**src/rtl/fifo_sample_packer_if.sv**
```systemverilog
// Bundle between the CIC filter/FIFO side and fifo_sample_packer.
// Signals: standby, sample strobe/data, fifo_entries in; FIFO write, xyz, ovr, busy out.
interface fifo_sample_packer_if #(
   parameter int IN_WIDTH = 35
);
   logic                       standby;
   logic                       sample_vld;
   logic signed [IN_WIDTH-1:0] x_in;
   logic signed [IN_WIDTH-1:0] y_in;
   logic signed [IN_WIDTH-1:0] z_in;
   logic [6:0]                 fifo_entries;
   logic                       wr_en;
   logic [23:0]                filter_fifo_data;
   logic [19:0]                xdata;
   logic [19:0]                ydata;
   logic [19:0]                zdata;
   logic                       xdata_valid;
   logic                       ydata_valid;
   logic                       zdata_valid;
   logic                       fifo_ovr;
   logic                       busy;

   modport master (
      output standby, sample_vld, x_in, y_in, z_in, fifo_entries,
      input  wr_en, filter_fifo_data, xdata, ydata, zdata,
      input  xdata_valid, ydata_valid, zdata_valid, fifo_ovr, busy
   );

   modport slave (
      input  standby, sample_vld, x_in, y_in, z_in, fifo_entries,
      output wr_en, filter_fifo_data, xdata, ydata, zdata,
      output xdata_valid, ydata_valid, zdata_valid, fifo_ovr, busy
   );
endinterface

```
**src/rtl/fifo_sample_packer.sv**
```systemverilog
// Packs one scaled X/Y/Z sample set into three 24-bit FIFO words and mirrors it.
// Ports: mems_clk, rst_n (sync, active low), bus (slave side of fifo_sample_packer_if).
// Option: define FIFO_PACK_SAT_EN to saturate instead of truncate to 20 bits.
module fifo_sample_packer #(
   parameter int IN_WIDTH = 35,
   parameter int SHIFT    = 14,
   parameter int DEPTH    = 16
) (
   input logic                  mems_clk,
   input logic                  rst_n,
   fifo_sample_packer_if.slave  bus
);

   typedef enum logic [1:0] {IDLE, WX, WY, WZ} state_t;

   state_t      state;
   state_t      state_nx;
   logic        wr_q;
   logic        wr_nx;
   logic [23:0] data_q;
   logic [23:0] data_nx;
   logic        ovr_q;
   logic        ovr_nx;
   logic        vld_q;
   logic        load;
   logic        take;
   logic        room;
   logic [19:0] xs;
   logic [19:0] ys;
   logic [19:0] zs;
   logic [19:0] x_q;
   logic [19:0] y_q;
   logic [19:0] z_q;

`ifdef FIFO_PACK_SAT_EN
   localparam logic signed [IN_WIDTH-1:0] SMAX = 524287;
   localparam logic signed [IN_WIDTH-1:0] SMIN = -524288;

   function automatic logic [19:0] scale(input logic signed [IN_WIDTH-1:0] v);
      logic signed [IN_WIDTH-1:0] s;
      s = v >>> SHIFT;
      if (s > SMAX)      scale = 20'h7FFFF;
      else if (s < SMIN) scale = 20'h80000;
      else               scale = 20'(s);
   endfunction
`else
   function automatic logic [19:0] scale(input logic signed [IN_WIDTH-1:0] v);
      scale = 20'(v >>> SHIFT);
   endfunction
`endif

   assign xs = scale(bus.x_in);
   assign ys = scale(bus.y_in);
   assign zs = scale(bus.z_in);

   assign take = bus.sample_vld && !bus.standby;
   // A set is only started when all three words fit, keeping sets atomic.
   assign room = ({1'b0, bus.fifo_entries} + 8'd3) <= 8'(DEPTH);

   always_comb begin
      state_nx = state;
      wr_nx    = 1'b0;
      data_nx  = data_q;
      ovr_nx   = 1'b0;
      load     = 1'b0;
      unique case (state)
         IDLE: begin
            if (take) begin
               load = 1'b1;
               if (room) begin
                  state_nx = WX;
                  wr_nx    = 1'b1;
                  data_nx  = {xs, 4'b0001};
               end else begin
                  ovr_nx = 1'b1;
               end
            end
         end
         WX: begin
            state_nx = WY;
            wr_nx    = 1'b1;
            data_nx  = {y_q, 4'b0000};
            ovr_nx   = take;
         end
         WY: begin
            state_nx = WZ;
            wr_nx    = 1'b1;
            data_nx  = {z_q, 4'b0000};
            ovr_nx   = take;
         end
         WZ: begin
            state_nx = IDLE;
            ovr_nx   = take;
         end
         default: state_nx = IDLE;
      endcase
   end

   always_ff @(posedge mems_clk) begin
      if (!rst_n) begin
         state  <= IDLE;
         wr_q   <= 1'b0;
         data_q <= '0;
         ovr_q  <= 1'b0;
         vld_q  <= 1'b0;
         x_q    <= '0;
         y_q    <= '0;
         z_q    <= '0;
      end else begin
         state  <= state_nx;
         wr_q   <= wr_nx;
         data_q <= data_nx;
         ovr_q  <= ovr_nx;
         vld_q  <= load;
         if (load) begin
            x_q <= xs;
            y_q <= ys;
            z_q <= zs;
         end
      end
   end

   assign bus.wr_en            = wr_q;
   assign bus.filter_fifo_data = data_q;
   assign bus.xdata            = x_q;
   assign bus.ydata            = y_q;
   assign bus.zdata            = z_q;
   assign bus.xdata_valid      = vld_q;
   assign bus.ydata_valid      = vld_q;
   assign bus.zdata_valid      = vld_q;
   assign bus.fifo_ovr         = ovr_q;
   assign bus.busy             = (state != IDLE);

endmodule

```
**src/flat_wrapper.sv**
```systemverilog
// flat-port wrapper written by rule: the top's interface ports become plain ports
module fifo_sample_packer_flat 
#(
   parameter int IN_WIDTH = 35,
   parameter int SHIFT    = 14,
   parameter int DEPTH    = 16
)
  (mems_clk, rst_n, bus_standby, bus_sample_vld, bus_x_in, bus_y_in, bus_z_in, bus_fifo_entries, bus_wr_en, bus_filter_fifo_data, bus_xdata, bus_ydata, bus_zdata, bus_xdata_valid, bus_ydata_valid, bus_zdata_valid, bus_fifo_ovr, bus_busy);
  fifo_sample_packer_if #(.IN_WIDTH(IN_WIDTH)) bus_i ();
  input logic mems_clk;
  input logic rst_n;
  input wire logic [$bits(bus_i.standby)-1:0] bus_standby;
  input wire logic [$bits(bus_i.sample_vld)-1:0] bus_sample_vld;
  input wire logic [$bits(bus_i.x_in)-1:0] bus_x_in;
  input wire logic [$bits(bus_i.y_in)-1:0] bus_y_in;
  input wire logic [$bits(bus_i.z_in)-1:0] bus_z_in;
  input wire logic [$bits(bus_i.fifo_entries)-1:0] bus_fifo_entries;
  output wire logic [$bits(bus_i.wr_en)-1:0] bus_wr_en;
  output wire logic [$bits(bus_i.filter_fifo_data)-1:0] bus_filter_fifo_data;
  output wire logic [$bits(bus_i.xdata)-1:0] bus_xdata;
  output wire logic [$bits(bus_i.ydata)-1:0] bus_ydata;
  output wire logic [$bits(bus_i.zdata)-1:0] bus_zdata;
  output wire logic [$bits(bus_i.xdata_valid)-1:0] bus_xdata_valid;
  output wire logic [$bits(bus_i.ydata_valid)-1:0] bus_ydata_valid;
  output wire logic [$bits(bus_i.zdata_valid)-1:0] bus_zdata_valid;
  output wire logic [$bits(bus_i.fifo_ovr)-1:0] bus_fifo_ovr;
  output wire logic [$bits(bus_i.busy)-1:0] bus_busy;
  assign bus_i.standby = bus_standby;
  assign bus_i.sample_vld = bus_sample_vld;
  assign bus_i.x_in = bus_x_in;
  assign bus_i.y_in = bus_y_in;
  assign bus_i.z_in = bus_z_in;
  assign bus_i.fifo_entries = bus_fifo_entries;
  assign bus_wr_en = bus_i.wr_en;
  assign bus_filter_fifo_data = bus_i.filter_fifo_data;
  assign bus_xdata = bus_i.xdata;
  assign bus_ydata = bus_i.ydata;
  assign bus_zdata = bus_i.zdata;
  assign bus_xdata_valid = bus_i.xdata_valid;
  assign bus_ydata_valid = bus_i.ydata_valid;
  assign bus_zdata_valid = bus_i.zdata_valid;
  assign bus_fifo_ovr = bus_i.fifo_ovr;
  assign bus_busy = bus_i.busy;
  fifo_sample_packer #(.IN_WIDTH(IN_WIDTH), .SHIFT(SHIFT), .DEPTH(DEPTH)) u_core (.mems_clk(mems_clk), .rst_n(rst_n), .bus(bus_i));
endmodule
```
**config.mk**
```make
export PLATFORM = sky130hd
export DESIGN_NAME = fifo_sample_packer_flat
export DESIGN_NICKNAME = d
export VERILOG_FILES = /design/src/rtl/fifo_sample_packer_if.sv /design/src/rtl/fifo_sample_packer.sv /design/src/flat_wrapper.sv
export SDC_FILE = /design/constraint.sdc
export NUM_CORES = 1
export LEC_CHECK = 0
export CAP_MARGIN = 30
export CELL_PAD_IN_SITES_DETAIL_PLACEMENT = 0
export CELL_PAD_IN_SITES_GLOBAL_PLACEMENT = 1
export CORE_UTILIZATION = 27
export CTS_BUF_LIST = sky130_fd_sc_hd__clkbuf_8
export DETAILED_ROUTE_END_ITERATION = 10
export MAX_ROUTING_LAYER = met4
export PLACE_DENSITY = 0.85
export SYNTH_ARGS = -nofsm -noshare
export SYNTH_HDL_FRONTEND = slang
export SYNTH_SLANG_ARGS = --single-unit
export TNS_END_PERCENT = 20
```
**constraint.sdc**
```tcl
create_clock -name mems_clk -period 1.7 [get_ports mems_clk]
set_input_delay 0.255 -clock mems_clk [delete_from_list [all_inputs] [get_ports mems_clk]]
set_output_delay 0.255 -clock mems_clk [all_outputs]
set_load 0.1 [all_outputs]
```
==> results of run 1 <==
[flip-flops by register name, summed over array words and instances, names as in the netlist]
signal / cells
u_core.state: 2
u_core.bus.wr_en: 1
u_core.bus.ydata: 20
u_core.bus.xdata: 20
u_core.bus.fifo_ovr: 1
u_core.bus.filter_fifo_data: 21
u_core.bus.xdata_valid: 1
u_core.bus.zdata: 20
[layer usage]
metal	up-vias	share of wire (%)	global-route usage [%]
met2	114	47	27.98
met3	18	4.2	2.180
li1	1782	-	-
met4	0	2.3	7.772
met5	-	0	-
met1	1691	46	23.05
[cells in the mapped netlist (2+ instances only)]
cell        n  area share (%)
nand2b_1    2            0.35
buf_4       6             1.2
nor2_1     22             2.3
a22oi_1    20             4.2
inv_1       4            0.41
mux2i_1    21             5.8
buf_6       2            0.62
buf_2      15             2.1
a21oi_1    62             8.6
clkbuf_1   18             1.9
nand2_1   141              15
ha_1        5             1.7
a211o_1    20             4.8
dfxtp_1    86              48
[cells by family (layout without fill, tap and decap cells)]
group / count (synthesis) / count (layout) / share of synthesized area [%]
simple gates: 172 / 172 / 18.54
compound gates: 110 / 110 / 19.89
flops: 86 / 86 / 47.60
buf+inv: 46 / 199 / 6.329
mux: 21 / 21 / 5.811
fa+ha+maj: 5 / 5 / 1.730
other cells: 1 / 3 / 0.1037
[area by class of cell]
type                            count  share of cell area, %
Clock buffer                       13                  2.696
Multi-Input combinational cell    311                  25.90
Inverter                            5                 0.3205
Sequential cell                    86                  25.96
Tap cell                          172                  3.242
Clock inverter                      3                 0.6032
Timing Repair Buffer              178                  41.28
[metrics by stage]
step | TNS, ps | hold slack, ps | setup WS (ps) | total power, mW | std cells
2_1_floorplan | 0 | 391.0 | 17.44 | 3.075 | 443
3_3_place_gp | 0 | 481.2 | 42.35 | 3.727 | 748
3_5_place_dp | -128.4 | 487.2 | -54.87 | 3.743 | 748
4_1_cts | 0 | 424.7 | 5.773 | 5.293 | 764
5_1_grt | -29.50 | 429.4 | -12.86 | 5.455 | 768
6_report | 0 | 440.6 | 94.98 | 5.261 | 768
[report_power, final]
part	total [mW]	switching, mW	internal [mW]	leakage, nW
Combinational	1.51	0.915	0.597	1.80
Sequential	2.20	0.103	2.09	0.701
Clock	1.55	0.715	0.836	0.115
[worst max-delay path, cell delays in order (launching register included)]
cell	delay, ps
dfxtp_1	380
inv_2	100
ha_4	190
buf_4	150
nand3b_1	120
buf_4	170
buf_12	180
nand2_1	80
a21oi_1	160
[worst paths after layout]
check / startpoint / end / slack, ps / depth (start not counted)
max reg2reg: u_core.state[0] / u_core.bus.zdata[15] / 90 / 8
max: u_core.state[0] / u_core.bus.zdata[15] / 90 / 8
min: bus_y_in[15] / u_core.bus.ydata[1] / 440 / 3
min reg2reg: u_core.bus.xdata[4] / u_core.bus.xdata[4] / 490 / 2
[what timing repair did]
item / 4_1_cts / 5_1_grt
resized for setup: 1 / 8
gates cloned: 0 / 1
pin swaps: 1 / 2
buffers inserted: 0 / 3
hold endpoints to repair: 0 / 0
setup endpoints to repair: 12 / 75
==> results.toml, run 1 <==
[cts]
clockRootBuffer = "clkbuf_8"
cts_max_level = 3
clk_path_buf_depth = 2
cts_tree = "built"
cts_hold_buf = 0
clk_latency_ps = 360
clkSinkCount = 86
clkTransAtPathRegs_ps = 90
numCtsBuffers = 9

[layout]
final_nets = 712
layout_commonest_cell = "nand2_1"
diodes = 0
final_layout_size_suffix_gt1_share_pct = 22.99
syn_to_final_growth_pct = 83.50
final_area_mm2 = 0.006638
layout_common_cells = "nand2_1 (141), buf_12 (97), dfxtp_1 (85)"
fillers = 1161
regArea_mm2 = 0.001723
fin_util_pct = 51.76
multi_input_area_mm2 = 0.001719

[synthesis]
ys_warn_count = 0
synth.distinct_cells = 31
async_reset_ff_share_pct = 0
synth_seq_cells = 86
synth_seq_area_share_pct = 47.60
synth_cells = 441
synth_ff_type = "dfxtp_1"
synth_area_mm2 = 0.003617
synth_edf_count = 0
synth.avg_cell_area_um2 = 8.202

[grt]
grt_pass1_vias = 3382
grt_max_degree = 43
antenna_found_initial = 0
grt_pass1_wl_um = 18760
overflow = 0
grt_usage_pct = 17.85

[worst_setup_path]
startpoint_type = "register"
endpoint_kind = "register"
cp.required_ps = 1980
cp_max_fo = 29
path_class = "reg2reg"
critical_path_arrival_ps = 1890

[place]
dpl.hpwl_um = 8940
routabilityCongestion = 0.8095
port_buffers = 156
placed_cell_area_mm2 = 0.006337

[floorplan]
io_pins = 206
initial_core_util_pct = 28.20
fp.dieH_um = 117.7
die_w_um = 117.7
fp.coreArea_mm2 = 0.01282
die_area_mm2 = 0.01386
rows = 41

[drt]
wl_per_cell_um = 15.93
wirelength_um = 12230
drc = 0
firstDrtPassIters = 5
dr_total_vias = 3605
drtIter0Drc = 202
vias_per_cell = 4.694
ant_nets = 0

[power]
p_per_area_mw_per_mm2 = 792.5
irDropWorstVdd_mv = 0.4015
p_leak_nw = 2.622

[timing]
maxSlewViolCount = 0
period_share_pct = 94.41
max_freq_ghz = 0.6230
hold_viol = 0
clock_skew_ps = 10.59
setup_violations = 0
fin_crit_ps = 1605

[run]
cap_violations = 0

[run_status]
outcome = "completed"

[hold_path]
worst_hold_path_type = "in2reg"
(Power assumes the default switching activity.)
==> run 2: changes to the inputs <==
--- a/config.mk
+++ b/config.mk
@@ -12,7 +12,7 @@
 export CTS_BUF_LIST = sky130_fd_sc_hd__clkbuf_8
 export DETAILED_ROUTE_END_ITERATION = 10
 export MAX_ROUTING_LAYER = met4
-export PLACE_DENSITY = 0.85
+export PLACE_DENSITY_LB_ADDON = 0.1
 export SYNTH_ARGS = -nofsm -noshare
 export SYNTH_HDL_FRONTEND = slang
 export SYNTH_SLANG_ARGS = --single-unit
==> run 2 against run 1 <==
Fmax decreased by 0.23%; sequential cell count unchanged; cell area is 0.41% lower; combinational power hardly changed; count of clock-buffer cells in the layout shrank 3; clock skew down 3.1 ps; register-to-register slack is essentially flat; routed wire length grew 0.60%; hold slack better by 5.3 ps; non-clock buffer count fell by 1; critical path type unchanged; largest cell class unchanged.
==> results.toml, run 2 (synthesis results as in run 1) <==
[floorplan]
fp.coreArea_mm2 = 0.01282
initial_core_util_pct = 28.20
die_area_mm2 = 0.01386
io_pins = 206
rows = 41
die_w_um = 117.7
fp.dieH_um = 117.7

[timing]
setup_violations = 0
fin_hold_ws_ps = 445.9
hold_viol = 0
period_share_pct = 94.63
fin_crit_ps = 1609
maxSlewViolCount = 0
rsz0062_at_grt = "no"
clock_skew_ps = 7.516
max_freq_ghz = 0.6216

[run]
cap_violations = 0

[worst_setup_path]
endpoint_kind = "register"
startpoint_type = "register"
cp.required_ps = 1940
critical_path_arrival_ps = 1850
path_class = "reg2reg"
r2r_slack_ps = 90
slowest_delay_ps = 390
cp_max_fo = 12
worstPathCellList = "inv_2, ha_1, buf_4, a22oi_1, a211o_1, mux2i_1"
cp_slowest_cell = "dfxtp_1"

[power]
seq_power_share_pct = 41.6
clock_power_share_pct = 29.9
combPwrFrac_pct = 28.5
swShare_pct = 32.92
p_leak_nw = 2.622
irDropWorstVdd_mv = 0.3464
p_per_area_mw_per_mm2 = 798.3
internal-power_mw = 3.540
p_sw_mw = 1.737
total_power_mw = 5.277

[cts]
cts_tree = "built"
clkTransAtPathRegs_ps = 90
clkSinkCount = 86
numCtsBuffers = 9
clk_path_buf_depth = 2
cts_max_level = 3
clk_latency_ps = 350
clockRootBuffer = "clkbuf_8"
cts_hold_buf = 0

[grt]
overflow = 0
grt_pass1_wl_um = 19010
grt_pass1_vias = 3372
antenna_found_initial = 0
grt_usage_pct = 18.19
grt_max_degree = 41

[place]
dpl.hpwl_um = 8698
routabilityCongestion = 0.7959
port_buffers = 156

[drt]
drtIter0Drc = 148
vias_per_cell = 4.606
wl_per_cell_um = 16.05
dr_total_vias = 3533
firstDrtPassIters = 5
drc = 0
wirelength_um = 12310
ant_nets = 0

[layout]
largest_reg_flops = 21
final_nets = 711
diodes = 0
layout_common_cells = "nand2_1 (141), buf_12 (95), dfxtp_1 (86)"
syn_to_final_growth_pct = 82.74
final_layout_size_suffix_gt1_share_pct = 21.85
layout_commonest_cell = "nand2_1"

[run_status]
outcome = "completed"

[hold_path]
worst_hold_path_type = "in2reg"
-- run 2: cell type report --
| type | instances | area, um^2 |
|---|---|---|
| Sequential cell | 86 | 1722 |
| Inverter | 5 | 21.27 |
| Clock inverter | 6 | 77.57 |
| Multi-Input combinational cell | 311 | 1712 |
| Tap cell | 172 | 215.2 |
| Fill cell | 1238 | 6215 |
| Clock buffer | 10 | 137.6 |
| Timing Repair Buffer | 177 | 2725 |
-- run 2: layer usage --
metal / up-vias / share of wire [%] / track usage, %
met4: 0 / 1.5 / 5.929
met3: 12 / 4.5 / 2.810
met1: 1636 / 48 / 25.08
met2: 109 / 46 / 27.02
li1: 1776 / - / -
met5: - / 0 / -
-- run 2: final timing paths --
path                                                        to  cells after the start                 from
worst max-delay path            u_core.bus.filter_fifo_data[9]                      6      u_core.state[0]
worst min-delay path                       u_core.bus.zdata[1]                      3         bus_z_in[15]
worst max register to register  u_core.bus.filter_fifo_data[9]                      6      u_core.state[0]
worst min register to register             u_core.bus.xdata[6]                      2  u_core.bus.xdata[6]
-- run 2: critical path, delay by kind of cell, from the launching register on --
kind                       cells  cell delay (ps)
AOI/OAI and AO/OA              2              530
DFF                            1              390
buffers and inverters          2              290
adders and majority gates      1              230
muxes                          1               60
-- run 2: stage by stage --
stage	setup WS [ps]	utilization, %	cell area (um^2)	setup TNS (ps)	instances
after floorplan	17.44	-	3627	0	443
after global placement	-8.081	49.22	6312	-65.94	748
after detailed placement	-113.2	49.22	6312	-1661	748
after CTS	6.026	51.00	6540	0	765
after global routing	36.50	51.54	6610	0	767
final	91.32	51.54	6610	0	767
-- run 2: repair_timing --
action / in CTS / in global routing
endpoints found under the setup margin: 22 / 22
gates resized for setup: 2 / 3
cloned: 0 / 2
pin swaps: 1 / 2
setup buffers: 1 / 0
-- run 2: power groups by stage --
| stage | registers (mW) | logic (mW) | clock network, mW |
|---|---|---|---|
| after floorplan | 2.76 | 0.311 | 0 |
| after global placement | 2.24 | 1.49 | 0 |
| after detailed placement | 2.24 | 1.49 | 0 |
| after CTS | 2.20 | 1.50 | 1.63 |
| after global routing | 2.21 | 1.56 | 1.70 |
| final | 2.20 | 1.50 | 1.58 |
==> run 3: changes to the inputs <==
--- a/config.mk
+++ b/config.mk
@@ -13,6 +13,7 @@
 export DETAILED_ROUTE_END_ITERATION = 10
 export MAX_ROUTING_LAYER = met4
 export PLACE_DENSITY_LB_ADDON = 0.1
+export SKIP_CTS_REPAIR_TIMING = 1
 export SYNTH_ARGS = -nofsm -noshare
 export SYNTH_HDL_FRONTEND = slang
 export SYNTH_SLANG_ARGS = --single-unit
==> run 3 against run 2 <==
Sequential power is essentially flat; final cell count is the same; combinational power is essentially flat; sequential share of layout area is the same; non-clock buffer count is the same; via count shrank 0.11%.
==> results.toml, run 3 (synthesis results as in run 1) <==
[run_status]
outcome = "completed"

[worst_setup_path]
slowest_delay_ps = 350
rr_worst_depth = 6
cp_slowest_cell = "dfxtp_1"
critical_path_arrival_ps = 1890
endpoint_kind = "register"
cp.required_ps = 1980
worstPathCellList = "inv_2, ha_4, nand4_1, o2111ai_4, clkbuf_16, mux2i_1"
cp_max_fo = 10
startpoint_type = "register"
path_class = "reg2reg"

[drt]
wl_per_cell_um = 16.13
dr_total_vias = 3529
drtIter0Drc = 149
firstDrtPassIters = 4
drc = 0
ant_nets = 0
wirelength_um = 12380
vias_per_cell = 4.601

[layout]
fin_util_pct = 51.54
syn_to_final_growth_pct = 82.74
final_nets = 711
final_layout_size_suffix_gt1_share_pct = 22.02
largest_reg_flops = 21
final_area_mm2 = 0.006610
layout_commonest_cell = "nand2_1"
layout_common_cells = "nand2_1 (141), buf_12 (95), dfxtp_1 (86)"
diodes = 0
finalNonFillerCells = 767

[floorplan]
io_pins = 206
initial_core_util_pct = 28.20
rows = 41
die_w_um = 117.7
fp.coreArea_mm2 = 0.01282
die_area_mm2 = 0.01386
fp.dieH_um = 117.7

[place]
placed_cells = 748
port_buffers = 156
place_ws_ps = -113.2
placed_cell_area_mm2 = 0.006312
routabilityCongestion = 0.7959
dpl.hpwl_um = 8698

[cts]
clkTransAtPathRegs_ps = 90
cts_tree = "built"
clk_latency_ps = 350
clkSinkCount = 86
clk_path_buf_depth = 2
cts_max_level = 3
numCtsBuffers = 9
clockRootBuffer = "clkbuf_8"

[grt]
grt_max_degree = 41
grt_pass1_wl_um = 19000
grt_usage_pct = 18.17
grt_pass1_vias = 3373
antenna_found_initial = 0
overflow = 0

[timing]
setup_violations = 0
max_freq_ghz = 0.6195
layout_setup_ws_ps = 85.73
hold_viol = 0
maxSlewViolCount = 0
clock_skew_ps = 11.08
fin_hold_ws_ps = 447.4
tns_ps = 0
fin_crit_ps = 1614
period_share_pct = 94.96

[hold_path]
worst_hold_path_type = "in2reg"
holdPathStages = 3

[power]
irDropWorstVdd_mv = 0.3461
p_per_area_mw_per_mm2 = 797.5
total_power_mw = 5.272
p_leak_nw = 2.622

[run]
cap_violations = 0
## run 3: cell counts in the layout (fill, tap and decap cells not counted)
No cell type changed its count.
## run 3: layout make-up
cell class              instances  area [um^2]
fillers                      1240         6215
repair buffers                177         2725
flip-flops and latches         86         1722
multi-input cells             311         1712
well taps                     172        215.2
clock buffers                  10        137.6
clock inverters                 6        77.57
inverters                       5        21.27
## run 3: path summary, 6_finish.rpt
check	slack [ps]	from	to
worst max-delay path	90	u_core.state[0]	u_core.bus.filter_fifo_data[10]
worst max register to register	90	u_core.state[0]	u_core.bus.filter_fifo_data[10]
worst min register to register	490	u_core.bus.xdata[6]	u_core.bus.xdata[6]
worst min-delay path	450	bus_z_in[15]	u_core.bus.zdata[1]
## run 3: critical path: cells and delay by family (launching register included)
family | cells | cell delay, ps
adder cells (fa/ha/maj) | 1 | 200
buffers and inverters | 2 | 380
AND/OR/NAND/NOR | 1 | 230
flip-flops | 1 | 350
multiplexers | 1 | 190
AO/OA/AOI/OAI | 1 | 190
## run 3: report_power, final
group	switching, mW	internal [mW]	total [mW]
Sequential	0.102	2.09	2.20
Clock	0.720	0.854	1.57
Combinational	0.910	0.591	1.50
## run 3: routing by layer
layer / part of all wire (%) / global-route usage (%) / vias to the layer above
li1: - / - / 1776
met1: 47 / 24.90 / 1633
met2: 47 / 27.06 / 112
met3: 5.6 / 2.955 / 8
met4: 0.90 / 5.929 / 0
met5: 0 / - / -
